--- config.mk ---
export PLATFORM = sky130hd
export DESIGN_NAME = imm_gen_pipe_flat
export DESIGN_NICKNAME = d
export VERILOG_FILES = /design/src/rtl/imm_gen_pipe_if.sv /design/src/rtl/imm_gen_pipe.sv /design/src/flat_wrapper.sv
export SDC_FILE = /design/constraint.sdc
export NUM_CORES = 1
export LEC_CHECK = 0
export ABC_CLOCK_PERIOD_IN_PS = 2900
export BUFFER_PORTS_ARGS = -buffer_cell sky130_fd_sc_hd__buf_2
export CORE_ASPECT_RATIO = 0.75
export CORE_UTILIZATION = 25
export DETAILED_ROUTE_END_ITERATION = 7
export PLACE_DENSITY_LB_ADDON = 0.15
export REMOVE_ABC_BUFFERS = 1
export SYNTH_ARGS = -nofsm -noshare
export SYNTH_HDL_FRONTEND = slang
export SYNTH_SLANG_ARGS = --single-unit
--- constraint.sdc ---
create_clock -name clk -period 2.9 [get_ports clk]
set_input_delay 0.29 -clock clk [delete_from_list [all_inputs] [get_ports clk]]
set_output_delay 0.29 -clock clk [all_outputs]
set_load 0.05 [all_outputs]
--- src/rtl/imm_gen_pipe_if.sv ---
// rtl/imm_gen_pipe_if.sv - instruction-in / immediate-out handshake bundle for imm_gen_pipe
interface imm_gen_pipe_if #(
  parameter int XLEN  = 32,
  parameter int TAG_W = 32
);
  logic             in_valid_i;
  logic             in_ready_o;
  logic [31:0]      inst_i;
  logic [TAG_W-1:0] tag_i;
  logic             out_valid_o;
  logic             out_ready_i;
  logic [XLEN-1:0]  imm_o;
  logic [2:0]       fmt_o;
  logic             illegal_o;
  logic [TAG_W-1:0] tag_o;

  modport master (
    output in_valid_i, inst_i, tag_i, out_ready_i,
    input  in_ready_o, out_valid_o, imm_o, fmt_o, illegal_o, tag_o
  );

  modport slave (
    input  in_valid_i, inst_i, tag_i, out_ready_i,
    output in_ready_o, out_valid_o, imm_o, fmt_o, illegal_o, tag_o
  );
endinterface

--- src/rtl/imm_gen_pipe.sv ---
// rtl/imm_gen_pipe.sv - pipelined RV32I/RV64I immediate decoder behind a 2-entry skid buffer
// Define ZICSR_IMM_EN to decode CSR address / zimm immediates on the SYSTEM opcode.
module imm_gen_pipe #(
  parameter int XLEN  = 32,
  parameter int TAG_W = 32
) (
  input  logic         clk,
  input  logic         rst_n,
  input  logic         flush_i,
  imm_gen_pipe_if.slave io
);
  localparam logic [6:0] OP_LOAD   = 7'b0000011;
  localparam logic [6:0] OP_JALR   = 7'b1100111;
  localparam logic [6:0] OP_IMM    = 7'b0010011;
  localparam logic [6:0] OP_IMM32  = 7'b0011011;
  localparam logic [6:0] OP_STORE  = 7'b0100011;
  localparam logic [6:0] OP_BRANCH = 7'b1100011;
  localparam logic [6:0] OP_LUI    = 7'b0110111;
  localparam logic [6:0] OP_AUIPC  = 7'b0010111;
  localparam logic [6:0] OP_JAL    = 7'b1101111;
  localparam logic [6:0] OP_SYSTEM = 7'b1110011;

  localparam logic [2:0] FMT_NONE  = 3'd0;
  localparam logic [2:0] FMT_I     = 3'd1;
  localparam logic [2:0] FMT_S     = 3'd2;
  localparam logic [2:0] FMT_B     = 3'd3;
  localparam logic [2:0] FMT_U     = 3'd4;
  localparam logic [2:0] FMT_J     = 3'd5;
  localparam logic [2:0] FMT_SHAMT = 3'd6;
  localparam logic [2:0] FMT_ZIMM  = 3'd7;

  typedef struct packed {
    logic [XLEN-1:0]  imm;
    logic [2:0]       fmt;
    logic             ill;
    logic [TAG_W-1:0] tag;
  } ent_t;

  logic [31:0]        inst;
  logic [6:0]         opc;
  logic [2:0]         f3;
  logic               is_shift;
  logic signed [31:0] imm32;
  ent_t               dec;

  assign inst     = io.inst_i;
  assign opc      = inst[6:0];
  assign f3       = inst[14:12];
  assign is_shift = (f3 == 3'b001) || (f3 == 3'b101);

  // Every immediate fits in 32 bits once sign-extended, so decode narrow and widen once.
  always_comb begin
    imm32   = '0;
    dec.fmt = FMT_NONE;
    dec.ill = 1'b0;
    dec.tag = io.tag_i;
    case (opc)
      OP_LOAD, OP_JALR: begin
        dec.fmt = FMT_I;
        imm32   = {{20{inst[31]}}, inst[31:20]};
      end
      OP_IMM: begin
        dec.fmt = is_shift ? FMT_SHAMT : FMT_I;
        imm32   = is_shift ? {26'b0, (XLEN == 64) & inst[25], inst[24:20]}
                           : {{20{inst[31]}}, inst[31:20]};
      end
      OP_IMM32: begin
        if (XLEN == 64) begin
          dec.fmt = is_shift ? FMT_SHAMT : FMT_I;
          imm32   = is_shift ? {27'b0, inst[24:20]} : {{20{inst[31]}}, inst[31:20]};
        end else begin
          dec.ill = 1'b1;
        end
      end
      OP_STORE: begin
        dec.fmt = FMT_S;
        imm32   = {{20{inst[31]}}, inst[31:25], inst[11:7]};
      end
      OP_BRANCH: begin
        dec.fmt = FMT_B;
        imm32   = {{19{inst[31]}}, inst[31], inst[7], inst[30:25], inst[11:8], 1'b0};
      end
      OP_LUI, OP_AUIPC: begin
        dec.fmt = FMT_U;
        imm32   = {inst[31:12], 12'b0};
      end
      OP_JAL: begin
        dec.fmt = FMT_J;
        imm32   = {{11{inst[31]}}, inst[31], inst[19:12], inst[20], inst[30:21], 1'b0};
      end
      OP_SYSTEM: begin
`ifdef ZICSR_IMM_EN
        if (f3[2] && (f3[1:0] != 2'b00)) begin
          dec.fmt = FMT_ZIMM;
          imm32   = {27'b0, inst[19:15]};
        end else if (!f3[2] && (f3[1:0] != 2'b00)) begin
          dec.fmt = FMT_I;
          imm32   = {20'b0, inst[31:20]};
        end
`else
        dec.fmt = FMT_NONE;
`endif
      end
      default: dec.ill = 1'b1;
    endcase
    dec.imm = XLEN'(imm32);
  end

  ent_t main_q, main_d, skid_q, skid_d;
  logic main_valid_q, main_valid_d;
  logic skid_valid_q, skid_valid_d;
  logic accept;

  assign accept = io.in_valid_i && !skid_valid_q;

  // Skid is only ever occupied while main is held, so a drain always refills from skid first.
  always_comb begin
    main_d       = main_q;
    skid_d       = skid_q;
    main_valid_d = main_valid_q;
    skid_valid_d = skid_valid_q;
    if (flush_i) begin
      main_valid_d = 1'b0;
      skid_valid_d = 1'b0;
    end else if (!main_valid_q || io.out_ready_i) begin
      if (skid_valid_q) begin
        main_d       = skid_q;
        main_valid_d = 1'b1;
        skid_valid_d = 1'b0;
      end else begin
        main_valid_d = accept;
        if (accept) main_d = dec;
      end
    end else if (accept) begin
      skid_d       = dec;
      skid_valid_d = 1'b1;
    end
  end

  always_ff @(posedge clk or negedge rst_n) begin
    if (!rst_n) begin
      main_q       <= '0;
      skid_q       <= '0;
      main_valid_q <= 1'b0;
      skid_valid_q <= 1'b0;
    end else begin
      main_q       <= main_d;
      skid_q       <= skid_d;
      main_valid_q <= main_valid_d;
      skid_valid_q <= skid_valid_d;
    end
  end

  assign io.in_ready_o  = !skid_valid_q;
  assign io.out_valid_o = main_valid_q;
  assign io.imm_o       = main_q.imm;
  assign io.fmt_o       = main_q.fmt;
  assign io.illegal_o   = main_q.ill;
  assign io.tag_o       = main_q.tag;
endmodule

--- src/flat_wrapper.sv ---
// flat-port wrapper written by rule: the top's interface ports become plain ports
module imm_gen_pipe_flat 
#(
  parameter int XLEN  = 32,
  parameter int TAG_W = 32
)
  (clk, rst_n, flush_i, io_in_valid_i, io_inst_i, io_tag_i, io_out_ready_i, io_in_ready_o, io_out_valid_o, io_imm_o, io_fmt_o, io_illegal_o, io_tag_o);
  imm_gen_pipe_if #(.XLEN(XLEN), .TAG_W(TAG_W)) io_i ();
  input  logic clk;
  input  logic rst_n;
  input  logic flush_i;
  input wire logic [$bits(io_i.in_valid_i)-1:0] io_in_valid_i;
  input wire logic [$bits(io_i.inst_i)-1:0] io_inst_i;
  input wire logic [$bits(io_i.tag_i)-1:0] io_tag_i;
  input wire logic [$bits(io_i.out_ready_i)-1:0] io_out_ready_i;
  output wire logic [$bits(io_i.in_ready_o)-1:0] io_in_ready_o;
  output wire logic [$bits(io_i.out_valid_o)-1:0] io_out_valid_o;
  output wire logic [$bits(io_i.imm_o)-1:0] io_imm_o;
  output wire logic [$bits(io_i.fmt_o)-1:0] io_fmt_o;
  output wire logic [$bits(io_i.illegal_o)-1:0] io_illegal_o;
  output wire logic [$bits(io_i.tag_o)-1:0] io_tag_o;
  assign io_i.in_valid_i = io_in_valid_i;
  assign io_i.inst_i = io_inst_i;
  assign io_i.tag_i = io_tag_i;
  assign io_i.out_ready_i = io_out_ready_i;
  assign io_in_ready_o = io_i.in_ready_o;
  assign io_out_valid_o = io_i.out_valid_o;
  assign io_imm_o = io_i.imm_o;
  assign io_fmt_o = io_i.fmt_o;
  assign io_illegal_o = io_i.illegal_o;
  assign io_tag_o = io_i.tag_o;
  imm_gen_pipe #(.XLEN(XLEN), .TAG_W(TAG_W)) u_core (.clk(clk), .rst_n(rst_n), .flush_i(flush_i), .io(io_i));
endmodule
# Word level (Yosys, flattened, before mapping)
# Cells that the tools add are included.
[classes] n_eq_ne=11 n_mux=13 n_bitwise=2 n_reduce_logical=13
[op_table] operator="32-bit one-hot mux with 6 select lines" n=1
[op_table] operator="68-bit 2-to-1 mux" n=2
[op_table] operator="32-bit 2-to-1 mux" n=1
[op_table] operator="7-bit equality test, second input constant" n=4
[op_table] operator="3-bit one-hot mux with 6 select lines" n=1
[op_table] operator="7-bit by 5-bit equality test with 1-bit output, second input constant" n=2
[op_table] operator="7-bit by 6-bit equality test with 1-bit output, second input constant" n=2
[op_table] operator="9-bit OR reduction" n=1
[op_table] operator="7-bit by 2-bit equality test with 1-bit output, second input constant" n=1
[op_table] operator="1-bit 2-to-1 mux" n=7
[op_table] operator="3-bit AND reduction" n=2
[op_table] operator="2-bit nonzero test" n=2
[op_table] operator="2-bit OR reduction" n=2
[op_table] operator="3-bit by 1-bit equality test with 1-bit output, second input constant" n=1
[op_table] operator="3-bit equality test, second input constant" n=1
[op_table] operator="3-bit 2-to-1 mux" n=1
[op_table] operator="3-bit nonzero test" n=1
[op_table] operator="1-bit zero test" n=2
[op_table] operator="1-bit logical OR" n=2
[op_table] operator="1-bit NOT" n=2
[op_table] operator="1-bit logical AND" n=1
[word_totals] register_bits=138 input_bits=69 out_inout_bits=70

# Logic depth before layout (Yosys ltp)
# Gate-level depths: netlist of run 1.
[depth] word_depth=6 ltp_mapped=7 depth_no_buf=4

# Worst setup path after synthesis of run 1
# OpenSTA, ideal clock, no wires.
[synth_timing] path_kind="register to register" from="register u_core.main_valid_q, in the netlist u_core.io.out_valid_o" to="register u_core.skid_q[35] in the netlist's numbering" setup_time_ps=135 arrival_time_ps=1671 required_ps=2765 setup_slack_ps=1093 stages_incl_launch_ff=8 path_buffers=3 cell_sequence="dfrtp_1 > nor2b_1 > buf_2 > nand2_1 > buf_2 > buf_2 > nand2_1 > o21ai_0"
[synth_via] elab_chain_len=4
[synth_rtl] item="start: declaration" line="imm_gen_pipe.sv:110" rtl="logic main_valid_q, main_valid_d;"
[synth_rtl] item="start signal: assignment" line="imm_gen_pipe.sv:149" rtl="main_valid_q <= main_valid_d;"
[synth_rtl] item="1-bit zero test" line="imm_gen_pipe.sv:125" rtl="end else if (!main_valid_q || io.out_ready_i) begin"
[synth_rtl] item="1-bit logical OR" line="imm_gen_pipe.sv:125"
[synth_rtl] item="1-bit NOT (no line)"
[synth_rtl] item="3-bit AND reduction (no line)"
[synth_rtl] item="end signal: assignment" line="imm_gen_pipe.sv:148" rtl="skid_q <= skid_d;"
[synth_rtl] item="end: declaration" line="imm_gen_pipe.sv:109" rtl="ent_t main_q, main_d, skid_q, skid_d;"
# Every way passes these cells.
# A chain may end at the register's enable or synchronous reset.

# Worst setup path in the final report of run 1
[layout_timing] from="register u_core.skid_valid_q" to="register u_core.main_q, in the netlist u_core.io.tag_o[27]"
[layout_via] elab_chain_len=4 word_cells_on_any_way=5 cone_classes="mux (1); reduce/logical (4)"
[layout_rtl] item="start: declaration" line="imm_gen_pipe.sv:111" rtl="logic skid_valid_q, skid_valid_d;"
[layout_rtl] item="start signal: assignment" line="imm_gen_pipe.sv:150" rtl="skid_valid_q <= skid_valid_d;"
[layout_rtl] item="1-bit zero test" line="imm_gen_pipe.sv:114" rtl="assign accept = io.in_valid_i && !skid_valid_q;"
[layout_rtl] item="1-bit logical AND" line="imm_gen_pipe.sv:114"
[layout_rtl] item="2-bit nonzero test (no line)"
[layout_rtl] item="3-bit AND reduction (no line)"
[layout_rtl] item="end signal: assignment" line="imm_gen_pipe.sv:147" rtl="main_q <= main_d;"
[layout_rtl] item="end: declaration" line="imm_gen_pipe.sv:109"
# Several ways; a longest one is shown, not always the timed one.

==> results.txt, run 1 <==
----------------------------------------------------
[Finish]
  Antenna cells ... 0
  Fraction of layout instances using a drive strength above 1 ... 0.278
  Leading cell type in the layout, fill and taps excluded ... sky130_fd_sc_hd__nand2_1
  Commonest cells after routing, fill and taps aside ... 166 x sky130_fd_sc_hd__nand2_1, 137 x sky130_fd_sc_hd__buf_2, 137 x sky130_fd_sc_hd__dfrtp_1
  Area Growth Syn to Fin ... 25.5%
  Layout Cell Area excl Fill ... between 7000 and 8000 µm²
  Final standard cell utilization of the core ... 0.325
  Fill cells ... ~2600
  Non-filler instance count after layout ... roughly 1100
  Final-stage net count ... about 840

[STA]
  Hold Violations, Final ... 0
  Number of max-slew violations in the final report ... 0
  Post-layout worst setup margin ... roughly 930 ps
  Least-Margin Pin Slew ... between 900 and 1000 ps
  Total setup violations reported at the end of the flow ... 0
  Worst hold slack ... approximately 82 ps
  Maximum clock frequency ... just over 500 MHz
  Part of the cycle the worst path needs ... 0.678
  RSZ-0062 raised after global routing ... no
  Worst relative slew slack ... 0.353
  Worst clock skew ... 13.8 ps
  Post-layout min period ... slightly below 2000 ps
  TNS Setup ... 0 ps

[Global route]
  Wire length of the first global-routing pass ... ~28000 µm
  Vias in the first global route ... 4842
  Largest net degree at the start of global routing ... a little over 90
  Total congestion overflow after global routing ... 0
  Aggregate global-route resource usage ... 0.145
  Initial antenna violation count ... 0

[Floorplan]
  Starting density of the core ... 0.259
  X dimension of the die ... roughly 190 µm
  Core Box Area ... roughly 24000 µm²
  Top-level port count ... 139
  Die Footprint ... roughly 26000 µm²
  Die Y-Extent ... ~140 µm
  Placement row count ... 49

[Setup path]
  Required time at the worst-slack endpoint ... 3150 ps
  Critical path's largest stage delay ... roughly 810 ps
  Worst flop-to-flop path startpoint ... u_core.skid_valid_q
  Worst R2R End ... u_core.io.tag_o[27]
  Class of the most critical setup path ... reg2reg
  Worst path arrival time ... 2210 ps
  Setup crit start kind ... flop
  Kind of end point of the critical path ... flop
  Maximum fanout count along the critical path ... a little over 90
  Critical path buffer and inverter count ... 0
  Reg2reg path depth ... 3
  Largest delay share family, worst path ... simple AND/OR/NAND/NOR gates
  Slowest cell on the critical path ... sky130_fd_sc_hd__or3_4
  Cell Chain, Critical Path ... nor2_2, or3_4, o21ai_0
  Minimum setup slack among reg-to-reg paths ... around 930 ps

[Clock network]
  Clock network latency to the later pin of the worst-skew pair ... roughly 420 ps
  Sink Count ... 138
  Post-CTS resize count ... 0
  Number of buffers created by CTS ... 17
  Clock H-tree levels ... 4
  Max Root-Sink Buffers ... 2
  Clock edge transition at the registers on the reported setup and hold paths ... approximately 60 ps
  TritonCTS clock tree ... yes
  Clock root buffer ... sky130_fd_sc_hd__clkbuf_16

[Synth]
  Share of the yosys chip area belonging to registers ... 0.548
  Warnings from Yosys ... 0
  Number of enable-type register cells in the synthesized netlist ... 0
  Async S/R FF share, synth ... 1.00
  Unique masters post-synth ... 51
  Main synth FF type ... sky130_fd_sc_hd__dfrtp_1
  Total of flip-flops plus latches after synthesis ... between 100 and 150
  Number of instances in the synthesized netlist ... 646
  Synthesized area divided by synthesized cell count ... 9.76 µm²
  Cell Area, Synth ... 6310 µm²

[Routing]
  Post-route antenna net violation count ... 0
  Detailed-router iteration count before antenna repair ... 4
  Routed wirelength normalized by instance count ... roughly 16 µm
  Via-to-Cell Ratio ... roughly 4.5
  Detailed router's first-iteration violation count ... 283
  Remaining DRCs ... 0
  Final WL ... between 15000 and 20000 µm
  Total number of vias ... around 5000

[Placed design]
  Placed Area ... about 7300 µm²
  I/O Buffers ... roughly 140
  Final Wtd Congestion ... roughly 0.79
  Post-placement cell count ... about 1100
  Post-detailed-placement half-perimeter wirelength ... 12200 µm
  Setup Slack @ Placement ... slightly above 900 ps

[Worst hold path]
  Min-Delay Startpoint ... io_tag_i[22]
  Min-Delay Endpoint ... u_core.skid_q[22]
  Number of cells on the worst hold path ... 3
  Path category of the worst min-delay check ... in2reg

[Power and ir drop]
  Pwr per Cell Area ... between 700 and 800 nW/µm²
  Power consumption ... between 5 and 6 mW
  Standby leakage power ... approximately 3.6 nW
  Worst ir drop on vdd ... 379 µV

[Flow run]
  Max-cap violation count ... 0

[Run status]
  Result of the run ... complete, no violations

----------------------------------------------------
[cells in the mapped netlist, types with 9 or more instances]
| library cell | instances | area [µm²] |
|---|---|---|
| sky130_fd_sc_hd__nand2_1 | 167 | 627 |
| sky130_fd_sc_hd__a21oi_1 | 37 | 185 |
| sky130_fd_sc_hd__o21ai_0 | 34 | 170 |
| sky130_fd_sc_hd__buf_2 | 23 | 115 |
| sky130_fd_sc_hd__dfrtp_1 | 138 | 3450 |
| sky130_fd_sc_hd__mux2i_1 | 35 | 350 |
| sky130_fd_sc_hd__a211oi_2 | 10 | 125 |
| sky130_fd_sc_hd__nor2_1 | 46 | 173 |
| sky130_fd_sc_hd__clkbuf_1 | 14 | 52.6 |
| sky130_fd_sc_hd__nor3_1 | 14 | 70.1 |
| sky130_fd_sc_hd__o21ai_1 | 10 | 50.1 |
| sky130_fd_sc_hd__nand3_1 | 9 | 45.0 |
| sky130_fd_sc_hd__a31oi_1 | 12 | 75.1 |
[routing by layer]
metal	vias up	part of all wire	track usage
li1	2486	-	-
met1	2360	0.53	0.227
met2	144	0.40	0.193
met3	11	0.060	0.0356
met4	0	0.0066	0.0378
met5	-	0	0
[cell families after synthesis]
kind of cell | after synthesis | synth area share
mux | 35 | 0.0556
flops | 138 | 0.548
buf+inv | 50 | 0.0421
simple gates | 280 | 0.199
compound gates | 143 | 0.156
[tightest hold or removal path: stages]
cell and delay (ps):
sky130_fd_sc_hd__buf_2 80, sky130_fd_sc_hd__nand2_1 40, sky130_fd_sc_hd__nand2_1 50
[sequential cells by signal (all words and copies together) (netlist names)]
name	flops
u_core.skid_q	68
u_core.io.imm_o	32
u_core.io.tag_o	32
u_core.io.fmt_o	3
u_core.io.illegal_o	1
u_core.io.out_valid_o	1
u_core.skid_valid_q	1
[power by group]
group	internal [mW]	switching (mW)
clock network	1.32	0.882
logic	0.336	0.907
registers	2.24	0.166
[cell type report]
| class | instances | area [µm²] | area share |
|---|---|---|---|
| flip-flops and latches | 138 | 3450 | 0.437 |
| well taps | 331 | 414 | 0.0523 |
| inverters | 4 | 15.0 | 0.00190 |
| clock buffers | 19 | 453 | 0.0573 |
| clock inverters | 13 | 141 | 0.0179 |
| multi-input cells | 458 | 2600 | 0.328 |
| repair buffers | 153 | 837 | 0.106 |
[worst max-delay path by stage]
stage,from,slack [ps],to,cells after the start
floorplan,u_core.skid_valid_q,-790,u_core.io.imm_o[12],4
global placement,io_inst_i[2],920,u_core.io.imm_o[15],5
detailed placement,u_core.skid_valid_q,920,u_core.io.tag_o[10],3
CTS,u_core.skid_valid_q,920,u_core.io.tag_o[27],3
global route,u_core.io.out_valid_o,730,u_core.io.tag_o[27],4
finish,u_core.skid_valid_q,930,u_core.io.tag_o[27],3
[timing repair]
action,CTS,global route
hold buffers,1,0
buffers inserted,0,0
hold endpoints to repair,59,0
Power figures use the tool's default switching activity.
==> run 2, diff against run 1 <==
ABC_CLOCK_PERIOD_IN_PS = 2000   (was 2900)
clock period = 2 ns   (was 2.9 ns; I/O delays follow)
==> results.txt, run 2 (synthesis gave the netlist of run 1 again) <==
----------------------------------------------------
[Run status]
  Result of the run ... complete, no violations

[Global route]
  GR met2 Demand/Resource ... 0.197 (+0.00394)
  Global routing usage on met1 ... 0.230 (+0.00326)
  Wire length of the first global-routing pass ... 29300 µm (+3.3%)
  Initial antenna violation count ... 0 (unchanged)
  Total congestion overflow after global routing ... 0 (unchanged)
  Met3 Use GR ... 0.0479 (+0.0123)
  Aggregate global-route resource usage ... 0.150 (+0.00493)
  Gr busiest metal ... met1
  Vias in the first global route ... 5023 (+3.7%)
  Largest net degree at the start of global routing ... 53 (-42%)

[STA]
  Worst clock skew ... 8.60 ps (-5.15 ps)
  Post-layout min period ... between 1500 and 2000 ps
  Worst relative slew slack ... 0.501 (+0.148)
  Least-Margin Pin Slew ... 741 ps (-230 ps)
  Total setup violations reported at the end of the flow ... 0 (unchanged)
  Maximum clock frequency ... around 560 MHz
  Number of max-slew violations in the final report ... 0 (unchanged)
  Part of the cycle the worst path needs ... 0.898
  Hold Violations, Final ... 0 (unchanged)
  RSZ-0062 raised after global routing ... no
  Post-layout worst setup margin ... 205 ps (-728 ps)
  TNS Setup ... 0 ps (unchanged)

[Routing]
  Total number of vias ... 5276 (+5.5%)
  Detailed router's first-iteration violation count ... 337 (+19%)
  Via-to-Cell Ratio ... 4.55 (+1.5%)
  Final WL ... 18700 µm (+3.2%)
  Routed wirelength normalized by instance count ... 16.1 µm (-0.68%)
  Post-route antenna net violation count ... 0 (unchanged)
  Detailed-router iteration count before antenna repair ... 5 (+1)
  Remaining DRCs ... 0 (unchanged)

[Clock network]
  Clock edge transition at the registers on the reported setup and hold paths ... 60 ps (about the same)
  Post-CTS Setup Repair Bufs ... 0 (unchanged)
  TritonCTS clock tree ... yes
  Sink Count ... 138 (unchanged)
  Clock network latency to the later pin of the worst-skew pair ... 430 ps (about the same)
  Max Root-Sink Buffers ... 2 (unchanged)
  Number of buffers created by CTS ... 17 (unchanged)
  Clock root buffer ... sky130_fd_sc_hd__clkbuf_16
  Clock H-tree levels ... 4 (unchanged)

[Power and ir drop]
  Worst ir drop on vdd ... 570 µV (+50%)
  Standby leakage power ... 3.82 nW (+6.5%)
  Power consumption ... 8.92 mW (+52%)
  Pwr per Cell Area ... 1060 nW/µm² (+43%)

[Placed design]
  Post-placement cell count ... 1096 (+1.2%)
  Setup Slack @ Placement ... 207 ps (-716 ps)
  Post-detailed-placement half-perimeter wirelength ... 12600 µm (+3.5%)
  I/O Buffers ... 138 (unchanged)
  Final Wtd Congestion ... 0.767 (-2.8%)

[Setup path]
  Critical path's largest stage delay ... 430 ps (-380 ps)
  Cell Chain, Critical Path ... clkinvlp_4, buf_12, buf_2
  Worst setup path startpoint ... u_core.skid_valid_q
  Required time at the worst-slack endpoint ... 1800 ps (-1350 ps)
  Largest delay share family, worst path ... buffers and inverters
  Slowest cell on the critical path ... sky130_fd_sc_hd__dfrtp_2
  Class of the most critical setup path ... reg2out
  Setup crit start kind ... flop
  Worst path arrival time ... 1600 ps (-610 ps)
  Critical path buffer and inverter count ... 3 (+3)
  Maximum fanout count along the critical path ... 17 (-81%)
  Worst flop-to-flop path startpoint ... u_core.skid_valid_q
  Kind of end point of the critical path ... output pin

[Finish]
  Final standard cell utilization of the core ... 0.346 (+0.0210)
  Antenna cells ... 0 (unchanged)
  Top register by number of flip-flops ... u_core.skid_q
  Leading cell type in the layout, fill and taps excluded ... sky130_fd_sc_hd__nand2_1
  Area Growth Syn to Fin ... 33.6%
  Flip-flop count of the largest register after layout ... 68 (unchanged)
  Non-filler instance count after layout ... 1160 (+3.9%)
  Fraction of layout instances using a drive strength above 1 ... 0.279 (+0.000942)
  Final-stage net count ... 886 (+5.4%)
  Commonest cells after routing, fill and taps aside ... 166 x sky130_fd_sc_hd__nand2_1, 137 x sky130_fd_sc_hd__buf_2, 137 x sky130_fd_sc_hd__dfrtp_1

[Worst hold path]
  Path category of the worst min-delay check ... in2reg
  Min-Delay Startpoint ... io_inst_i[19]

[Floorplan]
  X dimension of the die ... 185 µm (unchanged)
  Die Footprint ... 25900 µm² (unchanged)
  Placement row count ... 49 (unchanged)
  Starting density of the core ... 0.259 (unchanged)
  Top-level port count ... 139 (unchanged)
  Core Box Area ... 24300 µm² (unchanged)
  Die Y-Extent ... 140 µm (unchanged)

[Flow run]
  Max-cap violation count ... 0 (unchanged)

----------------------------------------------------
-- run 2: layer usage --
layer | up-vias | share of wire
li1 | 2579 | -
met3 | 12 | 0.067
met5 | - | 0
met1 | 2515 | 0.54
met2 | 170 | 0.39
met4 | 0 | 0.0087
-- run 2: timing repair --
item / in CTS / in global routing
hold buffers: 33 / 0
endpoints found under the hold margin: 79 / 0
setup endpoints to repair: 0 / 1
gates resized for setup: 0 / 1
-- run 2: report_power, final --
part	total (mW)	leakage [nW]	internal [mW]	switching [mW]
combinational	1.87	1.79	0.547	1.33
clock	3.54	0.302	2.22	1.32
sequential	3.51	1.73	3.25	0.257
-- run 2: path summary, 6_finish.rpt --
check / endpoint / slack [ps] / cells past startpoint
hold / removal: u_core.skid_q[55] / 30 / 3
setup / recovery: io_in_ready_o / 200 / 3
min in group asynchronous: u_core.io.tag_o[16] / 290 / 2
hold reg to reg: u_core.skid_q[6] / 470 / 2
setup reg to reg: u_core.io.imm_o[30] / 300 / 4
max in group asynchronous: u_core.skid_q[35] / 1050 / 3
-- run 2: area by class of cell --
class,count,area (µm²)
timing repair buffer,198,1290
inverter,4,18.8
clock inverter,14,220
sequential,138,3450
multi-input combinational,458,2600
tap,331,414
fill,2527,15900
clock buffer,17,425
-- run 2: per-stage QoR --
step | instance area, µm² | hold WS [ps]
final | 8420 | 31.3
after global placement | 7440 | 196
after floorplan | 6060 | -95.6
after CTS | 8420 | 12.7
after global routing | 8420 | 19.8
after detailed placement | 7440 | 189
-- run 2: worst reg2reg max path, stage by stage, from the launching register on --
cell and delay (ps):
sky130_fd_sc_hd__dfrtp_2 450, sky130_fd_sc_hd__nor3b_2 280, sky130_fd_sc_hd__nand2_2 200, sky130_fd_sc_hd__a21oi_4 470, sky130_fd_sc_hd__a211oi_1 160
==> run 3, diff against run 2 <==
PLACE_DENSITY_LB_ADDON = 0.2   (was 0.15)
==> results.txt, run 3 (synthesis gave the netlist of run 1 again) <==
----------------------------------------------------
[Run status]
  Result of the run ... complete, no violations

[Routing]
  Detailed-router iteration count before antenna repair ... 4 (-1)
  Routed wirelength normalized by instance count ... 16.2 µm (+0.35%)
  Via-to-Cell Ratio ... 4.54 (-0.25%)
  Remaining DRCs ... 0 (unchanged)
  Detailed router's first-iteration violation count ... 431 (+28%)
  Post-route antenna net violation count ... 0 (unchanged)
  Total number of vias ... 5249 (-0.51%)
  Final WL ... 18700 µm (about the same)

[Global route]
  Total congestion overflow after global routing ... 0 (unchanged)
  Largest net degree at the start of global routing ... 52 (-1.9%)
  Initial antenna violation count ... 0 (unchanged)
  Wire length of the first global-routing pass ... 29800 µm (+1.8%)
  Vias in the first global route ... 5175 (+3.0%)
  Aggregate global-route resource usage ... 0.151 (+0.00160)

[Finish]
  Final-stage net count ... 882 (-0.45%)
  Final standard cell utilization of the core ... 0.346 (about the same)
  Commonest cells after routing, fill and taps aside ... 166 x sky130_fd_sc_hd__nand2_1, 137 x sky130_fd_sc_hd__buf_2, 137 x sky130_fd_sc_hd__dfrtp_1
  Flip-flop count of the largest register after layout ... 68 (unchanged)
  Antenna cells ... 0 (unchanged)
  Leading cell type in the layout, fill and taps excluded ... sky130_fd_sc_hd__nand2_1
  Fill cells ... 2528 (+0.040%)
  Layout Cell Area excl Fill ... 8420 µm² (about the same)
  Top register by number of flip-flops ... u_core.skid_q
  Area Growth Syn to Fin ... 33.6% (about the same)
  Fraction of layout instances using a drive strength above 1 ... 0.276 (-0.00262)

[Clock network]
  Clock edge transition at the registers on the reported setup and hold paths ... 60 ps (about the same)
  Max Root-Sink Buffers ... 2 (unchanged)
  Number of buffers created by CTS ... 17 (unchanged)
  Clock network latency to the later pin of the worst-skew pair ... 430 ps (about the same)
  Clock root buffer ... sky130_fd_sc_hd__clkbuf_16
  Sink Count ... 138 (unchanged)
  Clock H-tree levels ... 4 (unchanged)
  TritonCTS clock tree ... yes

[Power and ir drop]
  Pwr per Cell Area ... 1090 nW/µm² (+2.5%)
  Power consumption ... 9.15 mW (+2.5%)
  Standby leakage power ... 3.83 nW (+0.13%)
  Worst ir drop on vdd ... 560 µV (-1.8%)

[STA]
  Least-Margin Pin Slew ... 553 ps (-188 ps)
  Maximum clock frequency ... 537 MHz (-3.6%)
  Worst clock skew ... 6.93 ps (-1.67 ps)
  Total setup violations reported at the end of the flow ... 0 (unchanged)
  RSZ-0062 raised after global routing ... no
  Post-layout min period ... 1860 ps (+66.2 ps)
  Hold Violations, Final ... 0 (unchanged)
  Worst hold slack ... 22.5 ps (-8.75 ps)
  Number of max-slew violations in the final report ... 0 (unchanged)
  Part of the cycle the worst path needs ... 0.931 (+0.0331)
  Worst relative slew slack ... 0.632 (+0.131)

[Setup path]
  Required time at the worst-slack endpoint ... 1800 ps (about the same)
  Minimum setup slack among reg-to-reg paths ... 240 ps (-60 ps)
  Maximum fanout count along the critical path ... 27 (+10)
  Class of the most critical setup path ... reg2out
  Worst path arrival time ... 1660 ps (+60 ps)
  Setup crit start kind ... flop
  Kind of end point of the critical path ... output pin

[Placed design]
  Final Wtd Congestion ... 0.805 (+5.0%)
  Placed Area ... 7400 µm² (-0.52%)
  I/O Buffers ... 138 (unchanged)
  Post-detailed-placement half-perimeter wirelength ... 12800 µm (+1.4%)

[Floorplan]
  X dimension of the die ... 185 µm (unchanged)
  Core Box Area ... 24300 µm² (unchanged)
  Top-level port count ... 139 (unchanged)
  Die Footprint ... 25900 µm² (unchanged)
  Placement row count ... 49 (unchanged)
  Die Y-Extent ... 140 µm (unchanged)
  Starting density of the core ... 0.259 (unchanged)

[Worst hold path]
  Path category of the worst min-delay check ... in2reg

[Flow run]
  Max-cap violation count ... 0 (unchanged)

----------------------------------------------------
[run 3: path summary, 6_finish.rpt]
kind | start | to | cells past startpoint
setup / recovery | u_core.skid_valid_q | io_in_ready_o | 4
hold / removal | io_tag_i[2] | u_core.skid_q[2] | 3
setup reg to reg | u_core.io.out_valid_o | u_core.io.imm_o[29] | 5
hold reg to reg | u_core.io.tag_o[5] | u_core.io.tag_o[5] | 2
max in group asynchronous | rst_n | u_core.io.imm_o[29] | 3
min in group asynchronous | rst_n | u_core.io.imm_o[12] | 2
[run 3: routing by layer]
layer	share of wire	wire length, µm	global-route usage
met5	0	0	0
met4	0.0099	186	0.0500
met1	0.51	9530	0.224
met3	0.060	1120	0.0393
met2	0.42	7890	0.211
[run 3: layout make-up]
cell class / count / area, µm² / area share
repair buffers: 194 / 1250 / 0.149
multi-input cells: 458 / 2590 / 0.308
flip-flops and latches: 138 / 3450 / 0.410
well taps: 331 / 414 / 0.0492
clock buffers: 17 / 425 / 0.0505
inverters: 4 / 15.0 / 0.00178
clock inverters: 15 / 270 / 0.0321
[run 3: worst max-delay path: stages (launching register included)]
cell	delay (ps)
sky130_fd_sc_hd__dfrtp_2	410
sky130_fd_sc_hd__buf_6	250
sky130_fd_sc_hd__clkinv_1	160
sky130_fd_sc_hd__buf_12	190
sky130_fd_sc_hd__buf_2	220
[run 3: timing repair]
action,4_1_cts,5_1_grt
hold buffers,32,0
endpoints found under the hold margin,68,0
endpoints found under the setup margin,1,0
setup buffers,0,0
resized for setup,1,0
[run 3: stage by stage]
stage               instances  setup WS, ps  TNS (ps)
finish                   1157           138         0
global route             1157          67.4         0
CTS                      1157          95.9         0
detailed placement       1093           168         0
global placement         1093           205         0
floorplan                 600         -1690   -174690
[run 3: power breakdown]
| group | switching, mW | leakage, nW | total [mW] | internal (mW) |
|---|---|---|---|---|
| clock | 1.30 | 0.333 | 3.77 | 2.47 |
| combinational | 1.33 | 1.77 | 1.87 | 0.544 |
| sequential | 0.248 | 1.73 | 3.50 | 3.25 |
